$ cat src/rtl/alu_pkg.sv
// Shared definitions for the ALU issue controller: opcodes, instruction field layout, FSM states.
// No logic; latency n/a.
// Backpressure n/a.
package alu_pkg;

    localparam int INSTR_W  = 16;
    localparam int DATA_W   = 8;
    localparam int REG_AW   = 3;
    localparam int OP_LSB   = 13;
    localparam int RD_LSB   = 10;
    localparam int RA_LSB   = 7;
    localparam int RB_LSB   = 4;
    localparam int OFF_LO_W = 4;
    localparam int OFF_W    = 7;

    typedef enum logic [2:0] {
        OP_ADD = 3'd0,
        OP_NOT = 3'd1,
        OP_AND = 3'd2,
        OP_OR  = 3'd3,
        OP_ASR = 3'd4,
        OP_SHL = 3'd5,
        OP_BEQ = 3'd6,
        OP_BNE = 3'd7
    } op_e;

    typedef enum logic [1:0] {
        IDLE = 2'd0,
        EXEC = 2'd1,
        WB   = 2'd2
    } state_e;

    function automatic logic is_branch(input logic [2:0] op);
        return (op == OP_BEQ) || (op == OP_BNE);
    endfunction

    // Branch offset is split: high bits share the rd field, low bits sit at the bottom.
    function automatic logic [OFF_W-1:0] branch_off(input logic [INSTR_W-1:0] ins);
        return {ins[RD_LSB +: REG_AW], ins[OFF_LO_W-1:0]};
    endfunction

endpackage

$ cat src/rtl/alu_issue_ctrl_if.sv
// Instruction handshake channel from fetch into the issue controller.
// Latency n/a (wires only).
// Backpressure: instr_ready low stalls the producer, which holds instr.
interface alu_issue_ctrl_if;
    import alu_pkg::*;

    logic               instr_valid;
    logic               instr_ready;
    logic [INSTR_W-1:0] instr;

    modport master (output instr_valid, output instr, input instr_ready);
    modport slave  (input instr_valid, input instr, output instr_ready);

endinterface

$ cat src/rtl/regfile_8x8.sv
// 8x8 register file, r0 reads zero, two operand read ports + debug read, one write port.
// Reads combinational; write visible the cycle after it is issued.
// No backpressure.
module regfile_8x8
    import alu_pkg::*;
(
    input  logic              clk,
    input  logic              rst,
    input  logic [REG_AW-1:0] ra_addr,
    input  logic [REG_AW-1:0] rb_addr,
    input  logic [REG_AW-1:0] dbg_addr,
    output logic [DATA_W-1:0] ra_data,
    output logic [DATA_W-1:0] rb_data,
    output logic [DATA_W-1:0] dbg_data,
    input  logic              we,
    input  logic [REG_AW-1:0] waddr,
    input  logic [DATA_W-1:0] wdata
);

    logic [DATA_W-1:0] mem [8];

    // Entry 0 is reset and never written, so it always reads zero.
    always_ff @(posedge clk or posedge rst) begin
        if (rst) begin
            for (int i = 0; i < 8; i++) mem[i] <= '0;
        end else if (we && (waddr != '0)) begin
            mem[waddr] <= wdata;
        end
    end

    assign ra_data  = mem[ra_addr];
    assign rb_data  = mem[rb_addr];
    assign dbg_data = mem[dbg_addr];

endmodule

$ cat src/rtl/alu_issue_ctrl.sv
// Issues one instruction at a time to an external combinational ALU, writes back and advances pc.
// Latency: accept at T, retire pulse at T+2, next accept at T+3.
// Backpressure: instr_ready only in IDLE; valid outside IDLE is ignored.
module alu_issue_ctrl
    import alu_pkg::*;
#(
    parameter int              PC_W     = 8,
    parameter logic [PC_W-1:0] RESET_PC = '0
) (
    input  logic              clk,
    input  logic              rst,
    alu_issue_ctrl_if.slave   ifc,
    output logic [DATA_W-1:0] alu_a,
    output logic [DATA_W-1:0] alu_b,
    output logic [2:0]        alu_s,
    input  logic [DATA_W-1:0] alu_f,
    input  logic              alu_ovf,
    input  logic              alu_take_branch,
    output logic [PC_W-1:0]   pc,
    output logic              retire_valid,
    output logic              retire_taken,
    output logic              ovf_sticky,
    input  logic              ovf_clr,
    input  logic [REG_AW-1:0] dbg_addr,
    output logic [DATA_W-1:0] dbg_data
);

    state_e            state;
    logic [REG_AW-1:0] rd_q;
    logic [OFF_W-1:0]  off_q;
    logic [DATA_W-1:0] f_cap;
    logic              ovf_cap;
    logic              taken_cap;
    logic [DATA_W-1:0] ra_data;
    logic [DATA_W-1:0] rb_data;
    logic              handshake;
    logic              wb_we;
    logic              ovf_set;
    logic [PC_W-1:0]   pc_inc;
    logic [PC_W-1:0]   pc_br;

    assign ifc.instr_ready = (state == IDLE);
    assign handshake       = ifc.instr_valid & ifc.instr_ready;
    assign wb_we           = (state == WB) && !is_branch(alu_s);
    assign ovf_set         = (state == WB) && (alu_s == OP_ADD) && ovf_cap;
    assign pc_inc          = pc + PC_W'(1);
    assign pc_br           = pc_inc + PC_W'($signed(off_q));

    // Operands are read straight from the incoming instruction so they can be registered on accept.
    regfile_8x8 u_regfile (
        .clk      (clk),
        .rst      (rst),
        .ra_addr  (ifc.instr[RA_LSB +: REG_AW]),
        .rb_addr  (ifc.instr[RB_LSB +: REG_AW]),
        .dbg_addr (dbg_addr),
        .ra_data  (ra_data),
        .rb_data  (rb_data),
        .dbg_data (dbg_data),
        .we       (wb_we),
        .waddr    (rd_q),
        .wdata    (f_cap)
    );

    always_ff @(posedge clk or posedge rst) begin
        if (rst) begin
            state        <= IDLE;
            pc           <= RESET_PC;
            rd_q         <= '0;
            off_q        <= '0;
            alu_a        <= '0;
            alu_b        <= '0;
            alu_s        <= '0;
            f_cap        <= '0;
            ovf_cap      <= 1'b0;
            taken_cap    <= 1'b0;
            retire_valid <= 1'b0;
            retire_taken <= 1'b0;
            ovf_sticky   <= 1'b0;
        end else begin
            retire_valid <= 1'b0;
            retire_taken <= 1'b0;
            // A new overflow beats a simultaneous clear.
            if (ovf_set) begin
                ovf_sticky <= 1'b1;
            end else if (ovf_clr) begin
                ovf_sticky <= 1'b0;
            end
            case (state)
                IDLE: begin
                    if (handshake) begin
                        rd_q  <= ifc.instr[RD_LSB +: REG_AW];
                        off_q <= branch_off(ifc.instr);
                        alu_a <= ra_data;
                        alu_b <= rb_data;
                        alu_s <= ifc.instr[OP_LSB +: 3];
                        state <= EXEC;
                    end
                end
                EXEC: begin
                    f_cap        <= alu_f;
                    ovf_cap      <= alu_ovf;
                    taken_cap    <= alu_take_branch;
                    retire_valid <= 1'b1;
                    retire_taken <= is_branch(alu_s) & alu_take_branch;
                    state        <= WB;
                end
                WB: begin
                    pc    <= (is_branch(alu_s) && taken_cap) ? pc_br : pc_inc;
                    state <= IDLE;
                end
                default: state <= IDLE;
            endcase
        end
    end

endmodule

$ cat src/flat_wrapper.sv
// flat-port wrapper written by rule: the top's interface ports become plain ports
module alu_issue_ctrl_flat import alu_pkg::*;
#(
    parameter int              PC_W     = 8,
    parameter logic [PC_W-1:0] RESET_PC = '0
)
  (clk, rst, alu_a, alu_b, alu_s, alu_f, alu_ovf, alu_take_branch, pc, retire_valid, retire_taken, ovf_sticky, ovf_clr, dbg_addr, dbg_data, ifc_instr_valid, ifc_instr, ifc_instr_ready);
  alu_issue_ctrl_if ifc_i ();
  input  logic clk;
  input  logic rst;
  output logic [DATA_W-1:0] alu_a;
  output logic [DATA_W-1:0] alu_b;
  output logic [2:0] alu_s;
  input  logic [DATA_W-1:0] alu_f;
  input  logic alu_ovf;
  input  logic alu_take_branch;
  output logic [PC_W-1:0] pc;
  output logic retire_valid;
  output logic retire_taken;
  output logic ovf_sticky;
  input  logic ovf_clr;
  input  logic [REG_AW-1:0] dbg_addr;
  output logic [DATA_W-1:0] dbg_data;
  input wire logic [$bits(ifc_i.instr_valid)-1:0] ifc_instr_valid;
  input wire logic [$bits(ifc_i.instr)-1:0] ifc_instr;
  output wire logic [$bits(ifc_i.instr_ready)-1:0] ifc_instr_ready;
  assign ifc_i.instr_valid = ifc_instr_valid;
  assign ifc_i.instr = ifc_instr;
  assign ifc_instr_ready = ifc_i.instr_ready;
  alu_issue_ctrl #(.PC_W(PC_W), .RESET_PC(RESET_PC)) u_core (.clk(clk), .rst(rst), .ifc(ifc_i), .alu_a(alu_a), .alu_b(alu_b), .alu_s(alu_s), .alu_f(alu_f), .alu_ovf(alu_ovf), .alu_take_branch(alu_take_branch), .pc(pc), .retire_valid(retire_valid), .retire_taken(retire_taken), .ovf_sticky(ovf_sticky), .ovf_clr(ovf_clr), .dbg_addr(dbg_addr), .dbg_data(dbg_data));
endmodule
$ cat config.mk
export PLATFORM = sky130hd
export DESIGN_NAME = alu_issue_ctrl_flat
export DESIGN_NICKNAME = d
export VERILOG_FILES = /design/src/rtl/alu_pkg.sv /design/src/rtl/alu_issue_ctrl_if.sv /design/src/rtl/regfile_8x8.sv /design/src/rtl/alu_issue_ctrl.sv /design/src/flat_wrapper.sv
export SDC_FILE = /design/constraint.sdc
export NUM_CORES = 1
export LEC_CHECK = 0
export ABC_AREA = 1
export CORE_ASPECT_RATIO = 1.2
export CORE_MARGIN = 5
export CORE_UTILIZATION = 40
export CTS_CLUSTER_SIZE = 8
export DETAILED_ROUTE_END_ITERATION = 10
export PLACE_DENSITY_LB_ADDON = 0.3
export SYNTH_ARGS = -nofsm -noshare
export SYNTH_HDL_FRONTEND = slang
export SYNTH_HIERARCHICAL = 1
export SYNTH_SLANG_ARGS = --single-unit
export TNS_END_PERCENT = 30
$ cat constraint.sdc
create_clock -name clk -period 2.5 [get_ports clk]
set_input_delay 0.375 -clock clk [delete_from_list [all_inputs] [get_ports clk]]
set_output_delay 0.375 -clock clk [all_outputs]
set_load 0.005 [all_outputs]
==> summary.txt <==
level count of the clock H-tree = 4
Post-Route WL = 20400 um
outcome = complete, no violations
data arrival time at the worst-slack endpoint = 2030 ps
overall die width = 129 um
remaining routing DRC violations = 0
LEAKAGE = 4.56 nW
warning count from the yosys run = 6
critical path launch point type = primary input
number of top-level pins = 72
cell type contributing the most total cell area after synthesis = dfrtp_1
post-layout net count = 1122
source-to-sink clock delay at the later pin of the worst-skew pair = 410 ps
antenna diode count = 0
Layout Area Growth over Synthesis = 22.6%
effective utilization at floorplan = 40.6%
buffer levels on the longest clock path = 2
Die Y-Extent = 153 um
clock edge transition at the registers on the reported setup and hold paths = 60 ps
number of global-route vias before repair = 6230
Max-slew headroom = 48.5%
Final setup violation count = 0
Max-Cap Viols = 0
portion of total power attributed to combinational logic = 36.4%
number of max-slew violations in the final report = 0
HP Class = primary input to asynchronous set/reset pin
input/output buffers = 71
remaining antenna violation count after routing = 0
vias after detailed routing = 6596
share of synthesized area occupied by flip-flops and latches = 41.5%
residual overflow from global routing = 0
category of the critical setup timing path = primary input to primary output
Post-synth EDFFs = 0
TritonCTS clock tree = yes
relative contribution of sequential cells to total power = 33.2%
commonest cells in the synthesized netlist = nand2_1, dfrtp_1, inv_1, nand3_1, o21ai_0
CTS root buffer = clkbuf_16
Mapped Area = 0.00682 mm2
Worst Setup SP = dbg_addr[1]
Worst Max-Slew Pin Slew = 771 ps
switching fraction of total power = 37.2%
Netlist cell types = 33
final number of hold-violating endpoints = 0
part of the total power dissipated in the clock network = 30.4%
router iterations before antenna repair = 6
global-route total usage across every layer = 21.0%
setup total negative slack = 0 ps
required time reported for the critical path endpoint = 2120 ps
First DRT Iteration DRCs = 740
final critical delay including setup and external delays = 2400 ps
cells taking the most area after synthesis = dfrtp_1, nand2_1, nand3_1
initial antenna violation count = 0
PD cells = 1000 mW/mm2
pin count of the biggest net entering global routing = 65
crit path max fanout = 13
Synth Register Bits = 113
Critical Path Sink Type = primary output
detailed placement HPWL = 14700 um
net load switching power = 3.12 mW
share of the synthesized area in the top cell type = 41.5%
wire length per cell after detailed routing = 15.6 um
placed insts = 1276
most frequent cell after synthesis = nand2_1
wire length of the first global-routing pass = 33000 um
Gate Count Post-Synth = 1023
CTS sink count = 113
Post-Route Skew = 7.72 ps
post-layout instance count excluding filler cells = 1308
count of hold buffers inserted by post-cts repair = 0
number of nets produced by synthesis = 1066
core area = 0.0168 mm2
cell-internal power = 5.26 mW
worst slack at placement = 94.8 ps
Vias per Instance = 5.04
worst-case vdd ir drop = 0.519 mV
post-synthesis async set-or-reset flop share = 100%
fraction of layout cells with a size suffix above 1 = 7.60%
TritonCTS Buffers = 17
smallest setup slack after layout = 95.9 ps
reg-to-reg critical path startpoint = u_core/pc[0]$_DFFE_PP0N_
Placement Rows = 52
Peak Freq = 0.416 GHz
setup repair after global routing missed its margin = no
RD Place Congestion = 0.980
count of fill cells added during filler insertion = 1691
period utilization = 96.2%
area of the die = 0.0198 mm2
ys flop type = dfrtp_1
post-synthesis average cell area = 6.66 um2
==> power by group through the flow <==
stage	Clock [mW]	Combinational [mW]	Sequential [mW]
floorplan	0	1.94	2.72
global placement	0	2.96	2.79
detailed placement	0	3.01	2.80
CTS	2.60	3.03	2.78
global route	2.70	3.45	2.85
finish	2.55	3.05	2.78
==> cells in the final DEF (no fill, tap or decap), drive strengths merged, types with 3 or more instances in the layout <==
master | Yosys | routed
clkdlybuf4s50 | 0 | 70
clkinv | 1 | 5
clkbuf | 25 | 19
xor2 | 3 | 3
a21oi | 10 | 10
buf | 30 | 21
o21ai | 67 | 67
bufinv | 0 | 4
inv | 109 | 110
clkinvlp | 0 | 4
dfrtp | 113 | 113
nand2 | 515 | 515
nand3 | 111 | 111
nor3 | 3 | 3
ha | 9 | 9
nor2 | 18 | 18
==> flip-flops by register name, summed over array words and instances, names as in the netlist <==
register              count
u_core/alu_s              3
u_core/alu_a              8
u_core/retire_valid       1
u_core/ovf_cap            1
u_core/u_regfile/mem     64
u_core/pc                 8
u_core/alu_b              8
u_core/off_q              4
u_core/f_cap              8
u_core/rd_q               3
u_core/taken_cap          1
u_core/state              2
u_core/retire_taken       1
u_core/ovf_sticky         1
==> metal layers <==
layer  GRT usage [%]  up-vias  share of wire (%)
met5               0        -                  0
met4            9.45        0                3.8
met3            3.84       66                6.3
li1                -     3257                  -
met2            33.2      265                 48
met1            27.9     3008                 42
==> through the flow <==
step	utilization, %	hold slack [ps]	cell area, um2	power (mW)
6_report	49.8	315	8360	8.38
5_1_grt	49.8	356	8360	9.00
4_1_cts	49.7	324	8340	8.41
3_5_place_dp	46.0	366	7720	5.81
3_3_place_gp	46.0	365	7720	5.75
2_1_floorplan	-	429	6820	4.66
==> path summary, 6_finish.rpt <==
kind,to,cells after the start,slack [ps]
max,dbg_data[4],7,100
min,u_core/ovf_cap$_DFFE_PP0P_,2,310
max reg2reg,u_core/pc[7]$_DFFE_PP0N_,14,260
min reg2reg,u_core/u_regfile/mem[62]$_DFFE_PP0P_,0,380
max in group asynchronous,u_core/alu_a[6]$_DFFE_PP0P_,3,1680
min in group clk,u_core/u_regfile/mem[62]$_DFFE_PP0P_,0,380
==> area by class of cell <==
class                      instances  area [um2]  area share [%]
clock buffer                      19         433            5.18
clock inverter                    13         186            2.23
inverter                         110         413            4.94
multi-input combinational        745        3290            39.4
sequential                       113        2830            33.8
tap                              216         270            3.23
timing repair buffer              92         933            11.2
==> what timing repair did <==
action	4_1_cts	5_1_grt
endpoints found under the setup margin	0	4
resized for setup	0	3
buffers inserted	0	0
==> cells by family (layout without fill, tap and decap cells) <==
family / count (synthesis) / in the layout / share of synthesized area, %
compound gates: 80 / 80 / 6.57
buf+inv: 165 / 234 / 10.4
flops: 113 / 113 / 41.5
fa+ha+maj: 10 / 10 / 1.95
simple gates: 650 / 650 / 39.0
xor+xnor: 5 / 5 / 0.642
==> critical path, stage by stage <==
cell             delay, ps
clkdlybuf4s50_1        550
buf_4                  250
nand3_1                 90
nand2_1                 80
nand2_1                 70
nand2_1                110
clkdlybuf4s50_1        510
(Power assumes the default switching activity.)
